==> config.mk <==
export PLATFORM = sky130hd
export DESIGN_NAME = wfifo_skid_writer
export DESIGN_NICKNAME = d
export VERILOG_FILES = /design/src/rtl/wfifo_skid_writer_pkg.sv /design/src/rtl/wfifo_sat_counter.sv /design/src/rtl/wfifo_skid_writer.sv
export SDC_FILE = /design/constraint.sdc
export NUM_CORES = 1
export LEC_CHECK = 0
export ABC_AREA = 1
export BUFFER_PORTS_ARGS = -buffer_cell sky130_fd_sc_hd__buf_2
export CAP_MARGIN = 15
export CORE_MARGIN = 2
export CORE_UTILIZATION = 35
export DETAILED_ROUTE_END_ITERATION = 10
export HOLD_SLACK_MARGIN = 0.08
export PLACE_DENSITY_LB_ADDON = 0.2
export SLEW_MARGIN = 20
export SYNTH_ARGS = -nofsm -noshare
export SYNTH_HDL_FRONTEND = slang
export SYNTH_SLANG_ARGS = --single-unit
==> constraint.sdc <==
create_clock -name wclk -period 1.6 [get_ports wclk]
set_clock_uncertainty 0.15 [all_clocks]
set_input_delay 0.08 -clock wclk [delete_from_list [all_inputs] [get_ports wclk]]
set_output_delay 0.08 -clock wclk [all_outputs]
set_load 0.02 [all_outputs]
==> src/rtl/wfifo_skid_writer_pkg.sv <==
`default_nettype none
// ============================================================================
// Module   : wfifo_skid_writer_pkg
// Purpose  : Shared types and helpers for the async-FIFO write-side skid
//            writer: occupancy encoding and a saturating increment.
// Revision : 1.0 - initial release
// ============================================================================
package wfifo_skid_writer_pkg;

    // Skid buffer occupancy; h0 is valid in ONE and TWO, h1 only in TWO.
    typedef enum logic [1:0] {
        EMPTY = 2'd0,
        ONE   = 2'd1,
        TWO   = 2'd2
    } occ_t;

    // Widest statistics counter the helper below can service.
    localparam int c_SAT_MAXW = 32;

    // Increment that sticks at max_val instead of wrapping.
    function automatic logic [c_SAT_MAXW-1:0] sat_inc(
        input logic [c_SAT_MAXW-1:0] val,
        input logic [c_SAT_MAXW-1:0] max_val
    );
        return (val >= max_val) ? val : val + 1'b1;
    endfunction

endpackage : wfifo_skid_writer_pkg
`default_nettype wire

==> src/rtl/wfifo_sat_counter.sv <==
`default_nettype none
// ============================================================================
// Module   : wfifo_sat_counter
// Purpose  : CNTW-wide up counter with enable that saturates at all-ones,
//            cleared asynchronously by an active-high reset.
// Revision : 1.0 - initial release
// ============================================================================
module wfifo_sat_counter
    import wfifo_skid_writer_pkg::*;
#(
    parameter int CNTW = 16   // 1..32
) (
    input  logic            clk,
    input  logic            rst,
    input  logic            i_en,
    output logic [CNTW-1:0] o_cnt
);

    localparam logic [c_SAT_MAXW-1:0] c_CNT_MAX =
        c_SAT_MAXW'((64'd1 << CNTW) - 64'd1);

    logic [CNTW-1:0]       r_cnt;
    logic [c_SAT_MAXW-1:0] w_cnt_ext;
    logic [c_SAT_MAXW-1:0] w_cnt_inc;

    assign w_cnt_ext = c_SAT_MAXW'(r_cnt);
    assign w_cnt_inc = sat_inc(w_cnt_ext, c_CNT_MAX);

    // The incremented value never exceeds c_CNT_MAX, so the bits above
    // CNTW are always zero and are intentionally dropped.
    generate
        if (CNTW < c_SAT_MAXW) begin : g_hi_bits
            logic [c_SAT_MAXW-CNTW-1:0] w_unused_hi;
            assign w_unused_hi = w_cnt_inc[c_SAT_MAXW-1:CNTW];
        end
    endgenerate

    // Count enabled cycles, holding at the maximum once reached.
    always_ff @(posedge clk or posedge rst) begin
        if (rst) begin
            r_cnt <= '0;
        end else if (i_en) begin
            r_cnt <= w_cnt_inc[CNTW-1:0];
        end
    end

    assign o_cnt = r_cnt;

endmodule : wfifo_sat_counter
`default_nettype wire

==> src/rtl/wfifo_skid_writer.sv <==
`default_nettype none
// ============================================================================
// Module   : wfifo_skid_writer
// Purpose  : Write-side front end of the async FIFO. Turns a valid/ready
//            stream into winc/wdata through a 2-entry skid buffer, honouring
//            wfull (and optionally awfull), with saturating debug counters.
// Revision : 1.0 - initial release
// ============================================================================
module wfifo_skid_writer
    import wfifo_skid_writer_pkg::*;
#(
    parameter int DSIZE      = 8,
    parameter int USE_AWFULL = 0,
    parameter int CNTW       = 16
) (
    input  logic             wclk,
    input  logic             wrst,
    input  logic             s_valid,
    output logic             s_ready,
    input  logic [DSIZE-1:0] s_data,
    output logic             winc,
    output logic [DSIZE-1:0] wdata,
    input  logic             wfull,
    input  logic             awfull,
    output logic [CNTW-1:0]  acc_cnt,
    output logic [CNTW-1:0]  stall_cnt
);

    occ_t             r_occ;
    logic [DSIZE-1:0] r_h0;      // oldest word, always what wdata shows
    logic [DSIZE-1:0] r_h1;      // second word, only meaningful in TWO
    logic             r_winc;    // registered (r_occ != EMPTY)
    logic             r_space;   // registered (r_occ != TWO)

    logic w_aw_block;
    logic w_push;
    logic w_pop;
    logic w_stall;

    // awfull is a registered flag, so gating s_ready with it keeps s_ready
    // free of any path from s_valid.
    assign w_aw_block = (USE_AWFULL != 0) & awfull;
    assign s_ready    = r_space & ~w_aw_block;
    assign w_push     = s_valid & s_ready;
    // winc stays high under wfull; the word only leaves when it really lands.
    assign w_pop      = r_winc & ~wfull;
    assign w_stall    = r_winc & wfull;

    // Occupancy FSM with its data entries and registered strobes.
    always_ff @(posedge wclk or posedge wrst) begin
        if (wrst) begin
            r_occ   <= EMPTY;
            r_h0    <= '0;
            r_h1    <= '0;
            r_winc  <= 1'b0;
            r_space <= 1'b1;
        end else begin
            case (r_occ)
                EMPTY: begin
                    if (w_push) begin
                        r_occ  <= ONE;
                        r_h0   <= s_data;
                        r_winc <= 1'b1;
                    end
                end
                ONE: begin
                    if (w_push && !w_pop) begin
                        r_occ   <= TWO;
                        r_h1    <= s_data;
                        r_space <= 1'b0;
                    end else if (w_pop && !w_push) begin
                        r_occ  <= EMPTY;
                        r_winc <= 1'b0;
                    end else if (w_push && w_pop) begin
                        r_h0 <= s_data;
                    end
                end
                TWO: begin
                    // s_ready is low here, so only a pop can happen.
                    if (w_pop) begin
                        r_occ   <= ONE;
                        r_h0    <= r_h1;
                        r_space <= 1'b1;
                    end
                end
                default: begin
                    r_occ   <= EMPTY;
                    r_winc  <= 1'b0;
                    r_space <= 1'b1;
                end
            endcase
        end
    end

    assign winc  = r_winc;
    assign wdata = r_h0;

    wfifo_sat_counter #(
        .CNTW (CNTW)
    ) u_acc_cnt (
        .clk   (wclk),
        .rst   (wrst),
        .i_en  (w_push),
        .o_cnt (acc_cnt)
    );

    wfifo_sat_counter #(
        .CNTW (CNTW)
    ) u_stall_cnt (
        .clk   (wclk),
        .rst   (wrst),
        .i_en  (w_stall),
        .o_cnt (stall_cnt)
    );

endmodule : wfifo_skid_writer
`default_nettype wire

==> metrics list, run 1 <==
- Status: finished with violations
- The final reports fail on negative setup slack.
- The tree is rooted in a sky130_fd_sc_hd__clkbuf_8.
* Number of antenna violations at the first check in global routing: 0
- For the pin with the worst max-slew slack, the measured transition is between 0.5 and 0.6 ns.
* Static Leakage: about 2.1 nW
- STA classifies the critical path endpoint as a flip-flop.
* Violation count after the first detailed-routing iteration: roughly 80
* Routed wire length per instance: 12.4 microns
- The number of hold violations in the final report is 0.
- The tightest min-delay check is of the in2reg type.
- Maximum number of pins on one net before global-route repair: 24
- Top cells by area in the synthesized netlist: sky130_fd_sc_hd__dfrtp_1 (43%), sky130_fd_sc_hd__nand2_1 (17%), sky130_fd_sc_hd__nor2_1 (4.4%)
- Global routing consumed, over all layers together, ~16% of the routing resources.
- Initial DRT Pass Iterations: 4
- The critical path in this run is classified as reg2reg.
- Peak supply drop: 0.391 mV
* Multi-input gate area in the final layout: ~0.0018 sq mm
- In the routed design, unresolved DRC markers number 0.
- Routability-driven placement finished with a final weighted congestion of roughly 0.82.
- Insertion delay to the later sink of the worst-skew pair: 0.31 ns
- In the routed layout, each cell is associated on average with a via count of 4.76.
- After layout, the worst path uses 104% of the clock period.
* ANT cells: 0
* Synth area leader: sky130_fd_sc_hd__dfrtp_1
- Yosys printed 0 warnings.
* Maximum capacitance violations: 0
- The synthesized netlist devotes 2.08% of its cell area to adder and majority cells.
- Pin placement for this block handled 55 I/O pins.
* Detail Placement HPWL: 5170 microns
- Peak clock frequency supported by timing: 601 MHz
- The H-tree was split into 2 levels.
- Average size of a mapped cell: around 7.9 sq um
- Clock-pin slew was measured on the worst setup and hold paths at 0.10 ns.
- By area, the combinational part of the netlist is dominated by simple AND/OR/NAND/NOR gates.
- Std cell rows: 33
* Wire length of the first global-routing pass: between 10000 and 15000 microns
* Total nets after synthesis: approximately 400
* Count of filler cells inserted in the layout: approximately 810
- The via count of the first global-routing pass came to between 2k and 3k.
* Via count: 2816
- For this design the ratio of total power to cell area is ~530 mW/mm^2.
- Share of synthesized area occupied by flip-flops and latches: around 43%
* Critical path required time: ~1.7 ns
- The placed instances occupy a cell area of roughly 0.0037 sq mm.
- The max-slew violation count came to 0.
- Across the whole layout, storage elements account for about 0.0013 sq mm.
* Post-route worst hold slack: 0.0887 ns
* Unique masters post-synth: 27
- Relative to the synthesized area, the layout overhead comes to 39.4%.
- Number of buffers added by the clock tree synthesis step: 5
- After floorplanning, the core was sized to cover 0.00826 sq mm.
- After detailed routing, the total wire length is roughly 7300 microns.
- Net count, final: approximately 500
- Final count of negative-setup-slack endpoints: 9
- From left edge to right edge, the die measures between 90 and 100 microns.
* Compound-Gate Fraction of Synth Area: between 5 and 6%
- Setup repair after global routing could not meet its margin everywhere.
- Number of buffers added on ports: 53
- Die height: 96.6 microns
* Routed Antenna Nets: 0
* Minimum clock period after layout: ~1.7 ns
- Synthesis produced 379 cells.
- After layout, the worst setup slack is -0.0651 ns.
- Number of storage elements in the synthesis netlist: between 50 and 60
* Pre-CTS setup slack: -0.0754 ns
- Critical Path Source Type: flip-flop
* Share of Yosys cell area claimed by the top area cell type: 42.5%
* Max-slew headroom: between 60% and 70%
- Multiplexer share of the synthesized area: approximately 4.8%
- Critical path arrival: between 1.5 and 2 ns
* Residual overflow from global routing: 0
- The die covers 0.00934 sq mm.
- Clk sinks: 52
- Total Neg Setup Slack: -0.406 ns
- In this run the cell area of the synthesized design comes to between 0.003 and 0.004 sq mm.
- Initial Utilization: ~36%
* CP max FO: 8
- After routing the design area is about 0.0042 sq mm.
- The clock passes through at most 2 buffers.
* Xor/xnor cell area share of the yosys netlist: ~2.0%
- Simple-gate share of the synthesized area: 35.8%
- Ratio of cells with drive above 1 in the final layout: a little over 40%
- TritonCTS built the clock tree.
registers in the layout (all words and copies together), names as in the netlist:
| name | flops |
|---|---|
| wdata | 8 |
| r_h1 | 8 |
| winc | 1 |
| u_stall_cnt.o_cnt | 16 |
| r_occ | 2 |
| u_acc_cnt.o_cnt | 16 |
| s_ready | 1 |
per-stage QoR:
| stage | utilization, % | cells | power [mW] |
|---|---|---|---|
| final | 50.7 | 592 | 2.21 |
| after global placement | 44.3 | 561 | 1.40 |
| after CTS | 48.4 | 585 | 2.26 |
| after detailed placement | 44.3 | 561 | 1.41 |
| after global routing | 50.7 | 592 | 2.31 |
| after floorplan | - | 379 | 1.37 |
critical path, cell delays in order, from the launching register on:
cell and delay (ns):
sky130_fd_sc_hd__dfstp_2 0.57, sky130_fd_sc_hd__nand2_4 0.08, sky130_fd_sc_hd__inv_4 0.09, sky130_fd_sc_hd__ha_4 0.17, sky130_fd_sc_hd__nor2_4 0.04, sky130_fd_sc_hd__nand3_2 0.07
sky130_fd_sc_hd__nand2_2 0.06, sky130_fd_sc_hd__nand3_4 0.11, sky130_fd_sc_hd__buf_12 0.15, sky130_fd_sc_hd__o21ai_1 0.07
timing repair:
action,in CTS,in global routing
cloned,1,2
setup endpoints to repair,14,44
buffers inserted,6,5
resized for setup,24,45
pin swaps,9,8
hold buffers,9,0
hold endpoints to repair,69,0
kinds of logic (layout without fill, tap and decap cells):
family          Yosys count  after routing
xor+xnor                  7              7
compound gates           31             31
fa+ha+maj                 5              5
mux                      12             12
flops                    52             52
simple gates            231            232
buf+inv                  41            148
power by group:
| part | switching [mW] | internal, mW |
|---|---|---|
| clock | 0.493 | 0.323 |
| sequential | 0 | 1.31 |
| combinational | 0.0437 | 0.0380 |
Yosys cell counts (all sizes together):
| cell type | n |
|---|---|
| a21oi | 1 |
| and2 | 2 |
| buf | 4 |
| dfrtp | 51 |
| dfstp | 1 |
| ha | 5 |
| inv | 37 |
| mux2 | 6 |
| mux2i | 6 |
| nand2 | 147 |
| nand3 | 18 |
| nand3b | 5 |
| nand4 | 14 |
| nor2 | 45 |
| o21ai | 30 |
| xnor2 | 5 |
| xor2 | 2 |
final timing paths:
check                                    start                           endpoint  slack, ns  cells after the start
max                        s_ready$_DFFE_PP1P_               wdata[6]$_DFFE_PP0P_      -0.07                      9
min                                    s_valid               r_occ[1]$_DFFE_PP0P_       0.09                      4
max reg2reg                s_ready$_DFFE_PP1P_               wdata[6]$_DFFE_PP0P_      -0.07                      9
min reg2reg                r_h1[0]$_DFFE_PP0P_                r_h1[0]$_DFFE_PP0P_       0.35                      2
max in group asynchronous                 wrst  u_stall_cnt.o_cnt[11]$_DFFE_PP0P_       0.63                      4
min in group asynchronous                 wrst                r_h1[3]$_DFFE_PP0P_       0.18                      3
layout make-up:
type | instances | area share (%)
Multi-Input combinational cell | 287 | 42.2
Inverter | 37 | 3.38
Sequential cell | 52 | 31.3
Tap cell | 105 | 3.14
Timing Repair Buffer | 103 | 17.7
Clock inverter | 3 | 0.628
Clock buffer | 5 | 1.64
cells in the final DEF (no fill, tap or decap), types with 2 or more instances in the layout:
master and count:
sky130_fd_sc_hd__nor2_2 10, sky130_fd_sc_hd__dfrtp_2 6, sky130_fd_sc_hd__inv_1 25, sky130_fd_sc_hd__nand2_4 13
sky130_fd_sc_hd__nand3b_1 5, sky130_fd_sc_hd__o21ai_0 9, sky130_fd_sc_hd__xor2_1 2, sky130_fd_sc_hd__inv_6 2
sky130_fd_sc_hd__buf_12 4, sky130_fd_sc_hd__o21ai_2 9, sky130_fd_sc_hd__nand2_2 14, sky130_fd_sc_hd__clkbuf_8 5
sky130_fd_sc_hd__nor2_1 22, sky130_fd_sc_hd__ha_4 5, sky130_fd_sc_hd__buf_4 34, sky130_fd_sc_hd__mux2_4 4
sky130_fd_sc_hd__nand2_1 121, sky130_fd_sc_hd__dfrtp_1 45, sky130_fd_sc_hd__nand3_1 13, sky130_fd_sc_hd__mux2i_1 6
sky130_fd_sc_hd__buf_2 53, sky130_fd_sc_hd__dlygate4sd3_1 9, sky130_fd_sc_hd__mux2_2 2, sky130_fd_sc_hd__nand3_2 3
sky130_fd_sc_hd__inv_2 11, sky130_fd_sc_hd__nand3_4 2, sky130_fd_sc_hd__xnor2_1 5, sky130_fd_sc_hd__nand4_1 14
sky130_fd_sc_hd__nor2_4 13, sky130_fd_sc_hd__o21ai_1 12, sky130_fd_sc_hd__buf_6 2
metal layers:
metal	up-vias	share of wire [%]	GRT usage [%]
li1	1430	-	-
met1	1323	47	21.5
met2	54	48	27.0
met3	9	3.7	2.38
met4	0	1.2	4.33
met5	-	0	0
(Power assumes the default switching activity.)
==> run 2, diff against run 1 <==
Settings changed: TNS_END_PERCENT set to 10.
==> run 2 against run 1 <==
Against the previous run: wire length fell by 4.3%; core utilization fell by 2.1 points; global-route usage fell by 0.71 points; largest cell class unchanged; the flow still finishes with violations (negative setup slack); clock power rose by 16%.
==> metrics list, run 2 (synthesized netlist as in run 1, its figures left out) <==
- Measured against its own limit, the worst slew margin works out to between 70% and 80%.
- The first global-routing pass estimated between 10000 and 15000 microns of wire.
- Maximum number of pins on one net before global-route repair: 35
- The number of hold violations in the final report came to 0.
- Total routing usage reported by global routing: between 10% and 20%
- The clock passes through at most 2 buffers.
- STA classifies the critical path startpoint as a flip-flop.
- The initial antenna violation count came to 0.
* GP Congestion: between 0.8 and 0.9
* Most common library cell in the layout ignoring fill and taps: sky130_fd_sc_hd__nand2_1
- In this run, placement finished with an instance count of approximately 560.
* Number of buffers added on ports: 53
- The detail route stage leaves a number of antenna-violating nets equal to 0.
- The critical path ends at wdata[6]$_DFFE_PP0P_.
* Number of max-slew violations in the final report: 0
- Vias per std cell: around 4.7
- The cell sitting at the root of the clock tree is a sky130_fd_sc_hd__clkbuf_8.
- The setup check on the worst reg-to-reg path leaves a slack of -0.09 ns.
- In this run, CTS created clock tree buffers numbering 5.
- Die height: a little under 100 microns
* Static Leakage: roughly 2.1 nW
- Horizontal die dimension: around 97 microns
- After detailed routing, the number of remaining DRC violations is 0.
- Routed wire length: 7000 microns
- The worst setup path is captured at a flip-flop.
* Post-route non-filler standard cell count: approximately 600
* Worst setup path startpoint: winc$_DFFE_PP0P_
- Residual overflow from global routing: 0
* Ratio of cells with drive above 1 in the final layout: about 33%
* Measured slew at the worst slew-check pin: around 0.30 ns
- Power spread over the standard cell area amounts to 583 mW/mm^2.
* Std cell rows: 33
* Core region area: slightly above 0.008 sq mm
- Via count of the first global-routing pass: about 2.6k
- The number of cells on the worst reg-to-reg path is 10.
- In this run, the number of DRC markers left after iteration 0 of detailed routing was 92.
- The final reports fail on negative setup slack.
* Detail Placement HPWL: around 5100 microns
- R2R Path End: wdata[6]$_DFFE_PP0P_
* WS Path Type: reg2reg
- Net count, final: just under 500
* Routed wire length per instance: 12.0 microns
* Post-CTS clock slew at the launch and capture registers of the worst setup and hold paths: about 0.10 ns
* Maximum capacitance violations: 0
- Initial Utilization: between 30% and 40%
* Setup WS post-layout: -0.0908 ns
- TritonCTS built the clock tree.
* Peak supply drop: 0.296 mV
* Die ar.: 0.00934 sq mm
- Relative to the synthesized area, the layout overhead comes to 33.5%.
- For the worst-skew pair, the clock arrives at the later sink with an insertion delay of just over 0.3 ns.
- CP max FO: 8
- Hold/Removal Path Class: in2reg
- CTS H-tree depth: 2
- In the layout the commonest cells are sky130_fd_sc_hd__nand2_1 (130), sky130_fd_sc_hd__buf_2 (53), sky130_fd_sc_hd__dfrtp_1 (49).
* Final Total Pwr: about 2.3 mW
- Clk sinks: 52
- Minimum clock period after layout: 1.69 ns
- Summing over every cut layer, the via total after detailed routing is 2752.
* Peak clock frequency supported by timing: around 590 MHz
- At the worst endpoint, the required time is 1.69 ns.
- ANT cells: 0
- Setup repair after global routing missed its margin: yes
- In this run the critical register-to-register path is launched from winc$_DFFE_PP0P_.
- Boundary pin count: between 50 and 60
- Status: finished with violations
- Setup violations remaining at the end of the flow were counted as 8.
- At the worst endpoint, the arrival time is about 1.8 ns.
* Post-route fraction of the period consumed by the critical path: 106%
* Initial DRT Pass Iterations: 4
[run 2: changes by cell type in the layout (fill, tap and decap cells not counted), moves of 4 or more]
cell,change
sky130_fd_sc_hd__buf_4,-6
sky130_fd_sc_hd__dfrtp_1,+4
sky130_fd_sc_hd__dfrtp_2,-4
sky130_fd_sc_hd__nand2_1,+9
sky130_fd_sc_hd__nand2_4,-8
sky130_fd_sc_hd__nor2_1,+7
sky130_fd_sc_hd__nor2_2,-4
[run 2: repair_timing]
action / CTS / global route
hold endpoints to repair: 70 / 0
setup buffers: 1 / 2
cloned: 0 / 1
endpoints found under the setup margin: 17 / 44
gates resized for setup: 3 / 29
hold buffers: 10 / 0
pin swaps: 1 / 5
[run 2: worst min-delay path by stage]
stage | start | end | depth (start not counted)
6_report | wfull | u_stall_cnt.o_cnt[3]$_DFFE_PP0P_ | 5
3_5_place_dp | wrst | u_acc_cnt.o_cnt[12]$_DFFE_PP0P_ | 2
4_1_cts | s_valid | r_occ[0]$_DFFE_PP0P_ | 5
5_1_grt | wrst | u_acc_cnt.o_cnt[1]$_DFFE_PP0P_ | 3
3_3_place_gp | wrst | u_acc_cnt.o_cnt[12]$_DFFE_PP0P_ | 2
2_1_floorplan | s_data[2] | r_h1[2]$_DFFE_PP0P_ | 1
[run 2: metrics by stage]
step / hold slack (ns) / instance area [sq um] / util, % / setup TNS [ns] / setup slack, ns
2_1_floorplan: 0.0785 / 3040 / - / -2.36 / -0.0990
3_3_place_gp: -0.115 / 3650 / 44.2 / -0.121 / -0.0161
3_5_place_dp: -0.107 / 3650 / 44.2 / -0.530 / -0.0765
4_1_cts: 0.0665 / 3870 / 46.8 / -0.489 / -0.0518
5_1_grt: 0.117 / 4010 / 48.6 / -1.79 / -0.165
6_report: 0.0742 / 4010 / 48.6 / -0.519 / -0.0908
[run 2: layout make-up]
cell class                 instances  area, sq um
sequential                        52         1310
timing repair buffer              96          674
tap                              105          131
clock buffer                       6         72.6
clock inverter                     2         38.8
multi-input combinational        286         1640
inverter                          37          144
fill                             827         4250
[run 2: per-layer routing]
layer,GRT usage (%),vias up,wire [microns]
met2,26.0,56,3390
met3,3.32,7,286
met1,19.9,1279,3230
li1,-,1410,-
met4,4.01,0,91
met5,0,-,0
[run 2: power breakdown]
part	internal, mW	switching (mW)	leakage (nW)
clock	0.474	0.472	0.0558
combinational	0.0349	0.0432	1.35
sequential	1.31	0	0.673
[run 2: worst max-delay path, stage by stage (launching register included)]
cell	delay (ns)
sky130_fd_sc_hd__dfrtp_2	0.38
sky130_fd_sc_hd__inv_2	0.04
sky130_fd_sc_hd__nor2_4	0.13
sky130_fd_sc_hd__inv_2	0.06
sky130_fd_sc_hd__ha_4	0.17
sky130_fd_sc_hd__nor2_4	0.11
sky130_fd_sc_hd__nand3_2	0.08
sky130_fd_sc_hd__nand2_2	0.08
sky130_fd_sc_hd__nand3_4	0.09
sky130_fd_sc_hd__clkbuf_16	0.17
sky130_fd_sc_hd__o21ai_0	0.15
